[src/rtl/mips_pkg.sv]
// Shared definitions for the mips_mc multi-cycle accumulator core.
// Holds opcode constants, FSM state encoding, instruction geometry and a
// signed-overflow helper used by the ALU.
package mips_pkg;

  // Instruction word: opcode in [8:6], operand field in [5:0]
  localparam int IW          = 9;
  localparam int OP_MSB      = 8;
  localparam int OP_LSB      = 6;
  localparam int FLD_MSB     = 5;
  localparam int FLD_LSB     = 0;
  localparam int MOV_DIR_BIT = 3;   // MOV: 0 = R <- acc, 1 = acc <- R

  // Register file geometry
  localparam int NREG = 8;
  localparam int RAW  = 3;

  localparam logic [2:0] OP_LDI  = 3'b000;
  localparam logic [2:0] OP_ADD  = 3'b001;
  localparam logic [2:0] OP_SUB  = 3'b010;
  localparam logic [2:0] OP_MOV  = 3'b011;
  localparam logic [2:0] OP_LD   = 3'b100;
  localparam logic [2:0] OP_ST   = 3'b101;
  localparam logic [2:0] OP_BZ   = 3'b110;
  localparam logic [2:0] OP_HALT = 3'b111;

  typedef enum logic [1:0] {
    ST_FETCH = 2'd0,
    ST_EXEC  = 2'd1,
    ST_MEM   = 2'd2,
    ST_HALT  = 2'd3
  } state_t;

  // Signed overflow from operand and result sign bits. For SUB the second
  // operand is effectively negated, so overflow needs differing signs.
  function automatic logic sgn_ovf(input logic a_msb, input logic b_msb,
                                   input logic r_msb, input logic is_sub);
    if (is_sub) return (a_msb != b_msb) && (r_msb != a_msb);
    return (a_msb == b_msb) && (r_msb != a_msb);
  endfunction

endpackage

[src/rtl/mips_regfile.sv]
// 8 x DW register file: one asynchronous read port, one synchronous write port.
// Ports: clk, rst (async active-low, clears all registers), raddr/rdata,
//        we/waddr/wdata.
// Latency: read combinational, write visible the cycle after we.
module mips_regfile
  import mips_pkg::*;
#(
  parameter int DW = 8
) (
  input  logic           clk,
  input  logic           rst,
  input  logic [RAW-1:0] raddr,
  output logic [DW-1:0]  rdata,
  input  logic           we,
  input  logic [RAW-1:0] waddr,
  input  logic [DW-1:0]  wdata
);

  logic [DW-1:0] regs [NREG];

  always_ff @(posedge clk or negedge rst) begin
    if (!rst) begin
      for (int i = 0; i < NREG; i++) regs[i] <= '0;
    end else if (we) begin
      regs[waddr] <= wdata;
    end
  end

  assign rdata = regs[raddr];

endmodule

[src/rtl/mips_mc.sv]
// mips_mc: multi-cycle accumulator core, FETCH -> EXEC (-> MEM) per instruction.
// Latency: 2 cycles ALU/MOV/BZ/HALT, 3 cycles LD/ST with zero-wait memories;
//          FETCH and MEM stall (outputs held) until imem_valid / dmem_valid.
// Ports: clk, rst (async active-low), imem_req/addr/valid/inst,
//        dmem_req/we/addr/wdata/valid/rdata, acc_out, overflow (sticky), halted.
// Option: define MIPS_MC_OVF_TRAP_EN to halt after a signed-overflowing ADD/SUB.
module mips_mc
  import mips_pkg::*;
#(
  parameter int DW  = 8,
  parameter int PCW = 8
) (
  input  logic           clk,
  input  logic           rst,
  output logic           imem_req,
  output logic [PCW-1:0] imem_addr,
  input  logic           imem_valid,
  input  logic [IW-1:0]  imem_inst,
  output logic           dmem_req,
  output logic           dmem_we,
  output logic [PCW-1:0] dmem_addr,
  output logic [DW-1:0]  dmem_wdata,
  input  logic           dmem_valid,
  input  logic [DW-1:0]  dmem_rdata,
  output logic [DW-1:0]  acc_out,
  output logic           overflow,
  output logic           halted
);

  state_t         state, state_n;
  logic [PCW-1:0] pc, pc_n;
  logic [DW-1:0]  acc, acc_n;
  logic [IW-1:0]  inst, inst_n;
  logic           ovf_q, ovf_n;

  logic [2:0]         opcode;
  logic [FLD_MSB:0]   field;
  logic [RAW-1:0]     rsel;
  logic [DW-1:0]      rf_rdata;
  logic               rf_we;
  logic [DW-1:0]      sum, diff;
  logic               add_ovf, sub_ovf;

  assign opcode = inst[OP_MSB:OP_LSB];
  assign field  = inst[FLD_MSB:FLD_LSB];
  assign rsel   = field[RAW-1:0];

  mips_regfile #(.DW(DW)) u_regfile (
    .clk   (clk),
    .rst   (rst),
    .raddr (rsel),
    .rdata (rf_rdata),
    .we    (rf_we),
    .waddr (rsel),
    .wdata (acc)
  );

  assign sum     = acc + rf_rdata;
  assign diff    = acc - rf_rdata;
  assign add_ovf = sgn_ovf(acc[DW-1], rf_rdata[DW-1], sum[DW-1], 1'b0);
  assign sub_ovf = sgn_ovf(acc[DW-1], rf_rdata[DW-1], diff[DW-1], 1'b1);

  // Requests are gated by rst so they drop the instant reset asserts, even
  // in the middle of a stalled memory access.
  assign imem_req   = rst && (state == ST_FETCH);
  assign dmem_req   = rst && (state == ST_MEM);
  assign dmem_we    = dmem_req && (opcode == OP_ST);
  assign imem_addr  = pc;
  // inst, regs and acc cannot change while in MEM, so these stay stable
  // across any number of wait cycles. The cast truncates or zero-extends.
  assign dmem_addr  = PCW'(rf_rdata);
  assign dmem_wdata = acc;

  assign acc_out  = acc;
  assign overflow = ovf_q;
  assign halted   = (state == ST_HALT);

  always_ff @(posedge clk or negedge rst) begin
    if (!rst) begin
      state <= ST_FETCH;
      pc    <= '0;
      acc   <= '0;
      inst  <= '0;
      ovf_q <= 1'b0;
    end else begin
      state <= state_n;
      pc    <= pc_n;
      acc   <= acc_n;
      inst  <= inst_n;
      ovf_q <= ovf_n;
    end
  end

  always_comb begin
    state_n = state;
    pc_n    = pc;
    acc_n   = acc;
    inst_n  = inst;
    ovf_n   = ovf_q;
    rf_we   = 1'b0;

    case (state)
      ST_FETCH: begin
        if (imem_valid) begin
          inst_n  = imem_inst;
          pc_n    = pc + 1'b1;
          state_n = ST_EXEC;
        end
      end

      ST_EXEC: begin
        state_n = ST_FETCH;
        case (opcode)
          OP_LDI: acc_n = DW'($signed(field));
          OP_ADD: begin
            acc_n = sum;
            if (add_ovf) begin
              ovf_n = 1'b1;
`ifdef MIPS_MC_OVF_TRAP_EN
              state_n = ST_HALT;
`endif
            end
          end
          OP_SUB: begin
            acc_n = diff;
            if (sub_ovf) begin
              ovf_n = 1'b1;
`ifdef MIPS_MC_OVF_TRAP_EN
              state_n = ST_HALT;
`endif
            end
          end
          OP_MOV: begin
            if (field[MOV_DIR_BIT]) acc_n = rf_rdata;
            else                    rf_we = 1'b1;
          end
          OP_LD, OP_ST: state_n = ST_MEM;
          // pc already points past the BZ, so the offset is relative to it
          OP_BZ: begin
            if (acc == '0) pc_n = pc + PCW'($signed(field));
          end
          OP_HALT: state_n = ST_HALT;
          default: state_n = ST_FETCH;
        endcase
      end

      ST_MEM: begin
        if (dmem_valid) begin
          if (opcode == OP_LD) acc_n = dmem_rdata;
          state_n = ST_FETCH;
        end
      end

      ST_HALT: state_n = ST_HALT;

      default: state_n = ST_FETCH;
    endcase
  end

endmodule

[config.mk]
export PLATFORM = sky130hd
export DESIGN_NAME = mips_mc
export DESIGN_NICKNAME = d
export VERILOG_FILES = /design/src/rtl/mips_pkg.sv /design/src/rtl/mips_regfile.sv /design/src/rtl/mips_mc.sv
export SDC_FILE = /design/constraint.sdc
export NUM_CORES = 1
export LEC_CHECK = 0
export BUFFER_PORTS_ARGS = -buffer_cell sky130_fd_sc_hd__buf_2
export CAP_MARGIN = 10
export CORE_UTILIZATION = 59
export DETAILED_ROUTE_END_ITERATION = 12
export PLACE_DENSITY_LB_ADDON = 0.15
export REMOVE_ABC_BUFFERS = 1
export SLEW_MARGIN = 10
export SYNTH_ARGS = -nofsm -noshare
export SYNTH_HDL_FRONTEND = slang
export SYNTH_SLANG_ARGS = --single-unit
[constraint.sdc]
create_clock -name clk -period 4.37 [get_ports clk]
set_clock_uncertainty 0.05 [all_clocks]
set_input_delay 0.437 -clock clk [delete_from_list [all_inputs] [get_ports clk]]
set_output_delay 0.437 -clock clk [all_outputs]
set_load 0.005 [all_outputs]
# Yosys cells after proc, flatten, opt, wreduce, memory -nomap -nowiden
# Cells that the tools add are included.
# Widths: inputs -> output; s select.
# word_totals
reg_bits,92
elab_cells,86
# classes
addsub,4
n_lt_le_gt_ge,2
n_eq_ne,23
n_mux,25
bitwise,1
n_reduce_logical,18
# ops
operator,n
$mux 8,9
$bwmux 64,1
$pmux 8 s2,2
$pmux 8 s4,1
$bmux 8 s3,1
$demux 8 s3,1
$add 8x8->8,2
$eq 3x3->1 const B,4
$ne 2x2->1 const B,6
$add 8x1->8 const B,1
$logic_not 8->1,1
$pmux 2 s4,1
$reduce_and 4->1,2
$sub 8x8->8,1
$eq 3x2->1 const B,2
$logic_and 1x1->1,6
$reduce_bool 2->1,3
$mux 1,5
$ne 5x1->1 const B,1
$reduce_and 5->1,1
$eq 2x2->1 const B,2
$ge 4x4->1 const B,1
$lt 4x1->1 const B,1
$mux 2,2
other kinds (13),16

# Depth between registers and ports, before layout
# depth
ltp_word,9
ltp_mapped,17
ltp_nobuf,15

# Modules after synthesis
# From an unflattened synthesis, not the netlist that was laid out.
# unflattened
hier_cells,468
area_unflattened_um2,5569.1
# by_module_without_submodules
module,n_inst,cells_each,area_per_inst_um2,seq_area_each_um2
mips_regfile,1,172,2992.9,1601.5
mips_mc,1,296,2576.2,700.7

# Least setup slack after synthesis
# Ideal clock, no wire load.
# synth_timing
kind,reg2reg
start,reg inst[2]
end,reg ovf_q (netlist: overflow)
setup_time_ps,120
arrival_ps,3072
required_time_ps,4200
setup_slack_ps,1128
path_stages_with_launch,15
n_path_buf,3
synth_period_minus_slack_ps,3242
path_cell_list,dfrtp_1 buf_2 buf_6 buf_2 nand2_1 o2111ai_1 inv_1 ha_1 o21ai_2 a21oi_2 or4_4 a31oi_4 nor2_1 a211o_1 a31o_2
# synth_via
elab_chain_len,9
# synth_lines
element,line,text
"start, declared",mips_mc.sv:33,"logic [IW-1:0] inst, inst_n;"
"start signal, assigned",mips_mc.sv:89,inst <= inst_n;
$not 3->4 (not written as such) *,mips_regfile.sv:29,assign rdata = regs[raddr];
$bmux 8 s3 *,mips_regfile.sv:29,
$mux 8 (not written as such) * (2 in a row),mips_regfile.sv:29,
named net dmem_addr[2],mips_mc.sv:21,"output logic [PCW-1:0] dmem_addr,"
$sub 8x8->8 / $add 8x8->8 (equally long branches),"mips_mc.sv:59, mips_mc.sv:58",
"$ne 1x1->1, on equally long branches",n/a,
"$logic_and 1x1->1, on equally long branches","mips_pkg.sv:38, mips_pkg.sv:39",
$ne 2x2->1 (no source line),n/a,
$reduce_and 4->1 (no source line) *,n/a,
"end signal, assigned",mips_mc.sv:90,ovf_q <= ovf_n;
"end, declared",mips_mc.sv:34,"logic ovf_q, ovf_n;"
# The timed path passes the listed nets; every way through them passes the cells marked *. The select of a mux whose other input is x is not followed.
# A chain may end at the register's enable or synchronous reset.

# Worst setup path after layout
# layout_timing
start,reg inst[1]
end,reg ovf_q (netlist: overflow)
# layout_via
elab_chain_len,9
# layout_lines
element,line
$not 3->4 (not written as such) *,mips_regfile.sv:29
$bmux 8 s3 *,mips_regfile.sv:29
$mux 8 (not written as such) * (2 in a row),mips_regfile.sv:29
$sub 8x8->8 / $add 8x8->8 (equally long branches),"mips_mc.sv:59, mips_mc.sv:58"
"$ne 1x1->1, on equally long branches",n/a
"$logic_and 1x1->1, on equally long branches","mips_pkg.sv:38, mips_pkg.sv:39"
$ne 2x2->1 (no source line),n/a
$reduce_and 4->1 (no source line) *,n/a
# Mark *: on every way between the ends. The rest lies on a longest branch, timed or not. The select of a mux whose other input is x is not followed.

==> run metrics <==
synth unique cells=67; Max Transition Viols Final=0; r2r endpoint=overflow$_DFFE_PN0P_; Hold Path Class=input pin to register; Skew-Pair Late Insertion Delay=0.38 ns; number of remaining DRC errors=1; status=finished, violations left; die height=between 90 and 100 µm; Antenna Nets Post-Route=0; Max IR drop VDD=0.150 mV; leakage power=2.97 nW; WS Path Type=register to register; r2r setup slk=0.53 ns; highest routed metal layer=met4; total CTS buffers=9; Async SR Flop Fraction=1.00; crit path capture=overflow$_DFFE_PN0P_; R2R cell count=11; setup TNS=0 ns; met3 routed WL=762 µm; Critical Path Source=inst[1]$_DFFE_PN0P_; CP required=roughly 4.6 ns; number of max-cap violations=0; Worst setup SP type=register; CP delay by family, top=compound AO/OA/AOI/OAI gates; placed inst area=0.00577 mm²; design area=0.00598 mm²; RSZ-0062 raised after global routing=false; Post-Syn Area=0.00547 mm²; CTS max path bufs=2; WL met2=~6.2 mm; CTS Sinks=92; sequential share of the synthesized area=0.421; row count=34; first drt pass iteration count=10; PD cells=257 mW/mm²; pin count of the biggest net entering global routing=between 70 and 80; All-Layer GR Usage=0.301; Total Nets Final=610; #FFs+latches synth=92; Synth Warn #=0; share of cells above drive strength 1=0.290; TritonCTS clock tree=yes; GP Congestion=0.941; Tcrit/Tclk final=0.878; ys flop type=dfrtp_1; FF+latch area=0.00230 mm²; first-pass GRT wire length=22.2 mm; port bufs=57; chip width=98.3 µm; total congestion overflow=0; most common cell after layout, fill and taps aside=dfrtp_1; Worst Path Max Fanout=24; CP max stage delay=0.82 ns; reg2reg start=inst[1]$_DFFE_PN0P_; drt first-iter violations=220; ant diodes=0; Slew @ Worst Pin=0.953 ns; initial antenna violation count=0; Multi-input gate area=0.00290 mm²; Starting Density=0.619; Core ar.=0.00885 mm²; Root Buffer=clkbuf_8; final number of setup-violating endpoints=0; vias in the first global route=4049; hpwl dp=just under 10 mm; H-Tree Depth=3; WL final=about 14 mm; die area=between 0.009 and 0.01 mm²; most frequent cells in the layout=92 x dfrtp_1, 68 x mux2_2, 56 x buf_2; Slowest-stage cell, CP=dfrtp_1; Setup crit end kind=register; final hold violation count=0; wire length per cell=a little over 20 µm; Buf/Inv on CP=1; IO Pins=58; failing checks=design-rule violations; # resized after CTS=0; Syn Inst Count=521; syn avg cell area=roughly 11 µm²; Post-synth EDFFs=0; filler instances=724; vias per cell=6.17; routed via count=4169; Clock transition at path regs=0.10 ns; Area Growth Syn to Fin=9.21%; met1 WL=6.34 mm; critical path depth=11; crit path DAT=about 4.1 ns; min Tclk post-route=3.84 ns; Relative slew margins=0.362; Max Freq=261 MHz; worst-path cell chain=nand2_1 > o2111ai_1 > inv_1 > ha_1 > or2b_1 > o211ai_1 > nand3_1 > a21oi_1 > nor3_1 > a211o_1 > a31o_2
area by class of cell:
type,instances,share of cell area
well taps,108,0.0226
flip-flops and latches,92,0.385
repair buffers,64,0.0573
clock buffers,10,0.0230
multi-input cells,368,0.485
clock inverters,6,0.00963
inverters,28,0.0176
power breakdown:
part / internal [W] / switching [W] / total, W
combinational: 0.0000355 / 0.0000549 / 0.0000904
sequential: 0.000857 / 0.0000198 / 0.000877
clock: 0.000232 / 0.000336 / 0.000568
total: 0.00112 / 0.000411 / 0.00154
worst register-to-register path: stages (launching register included):
cell	delay [ns]
dfrtp_1	0.82
nand2_1	0.27
o2111ai_1	0.56
inv_1	0.13
ha_1	0.44
or2b_1	0.26
o211ai_1	0.13
nand3_1	0.11
a21oi_1	0.34
nor3_1	0.11
a211o_1	0.30
a31o_2	0.23
state kept, by name, indices dropped and copies added (netlist names):
| signal | flops |
|---|---|
| acc_out | 8 |
| state | 2 |
| imem_addr | 8 |
| inst | 9 |
| u_regfile.regs | 64 |
| overflow | 1 |
stage by stage:
stage,utilization,setup WS [ns],hold slack [ns],power [W],cells
final,0.676,0.533,0.209,0.00154,676
after global routing,0.676,0.366,0.204,0.00158,676
after CTS,0.676,0.595,0.206,0.00154,676
after detailed placement,0.652,0.642,0.289,0.000983,659
after global placement,0.652,0.721,0.281,0.000981,659
after floorplan,-,0.529,0.0914,0.000931,488
Yosys cell counts, drive strengths merged, types with 5 or more instances:
master	count	area, µm²
a21oi	30	154
a22oi	5	37.5
a31oi	8	65.1
and2	5	31.3
buf	23	136
clkbuf	10	37.5
dfrtp	92	2300
ha	23	288
inv	28	105
mux2	69	777
mux2i	14	140
nand2	39	146
nand2b	6	37.5
nand3	8	40.0
nor2	34	138
nor2b	7	43.8
nor3	7	46.3
o21ai	31	159
xnor2	9	78.8
kinds of logic after synthesis:
logic type,Yosys count,synth area share
simple gates,132,0.128
compound gates,109,0.128
flops,92,0.421
mux,87,0.184
buf+inv,61,0.0510
fa+ha+maj,26,0.0635
xor+xnor,14,0.0249
timing repair:
item	4_1_cts	5_1_grt
buffers inserted	0	0
hold buffers	1	0
hold endpoints to repair	17	0
how the worst min path moves through the flow:
stage,start,endpoint,slack [ns],depth (start not counted)
global route,dmem_valid,state[1]$_DFFE_PN0P_,0.20,2
global placement,rst,state[1]$_DFFE_PN0P_,0.28,1
floorplan,rst,acc_out[0]$_DFFE_PN0P_,0.09,0
finish,dmem_valid,state[1]$_DFFE_PN0P_,0.21,2
CTS,dmem_valid,state[1]$_DFFE_PN0P_,0.21,2
detailed placement,rst,state[1]$_DFFE_PN0P_,0.29,1
per-layer routing:
metal,GRT usage,up-vias
met3,0.0415,24
met5,0,-
met4,0.0918,0
li1,-,1938
met2,0.465,158
met1,0.444,2049
Note: power is estimated with default switching activity, not from simulation.
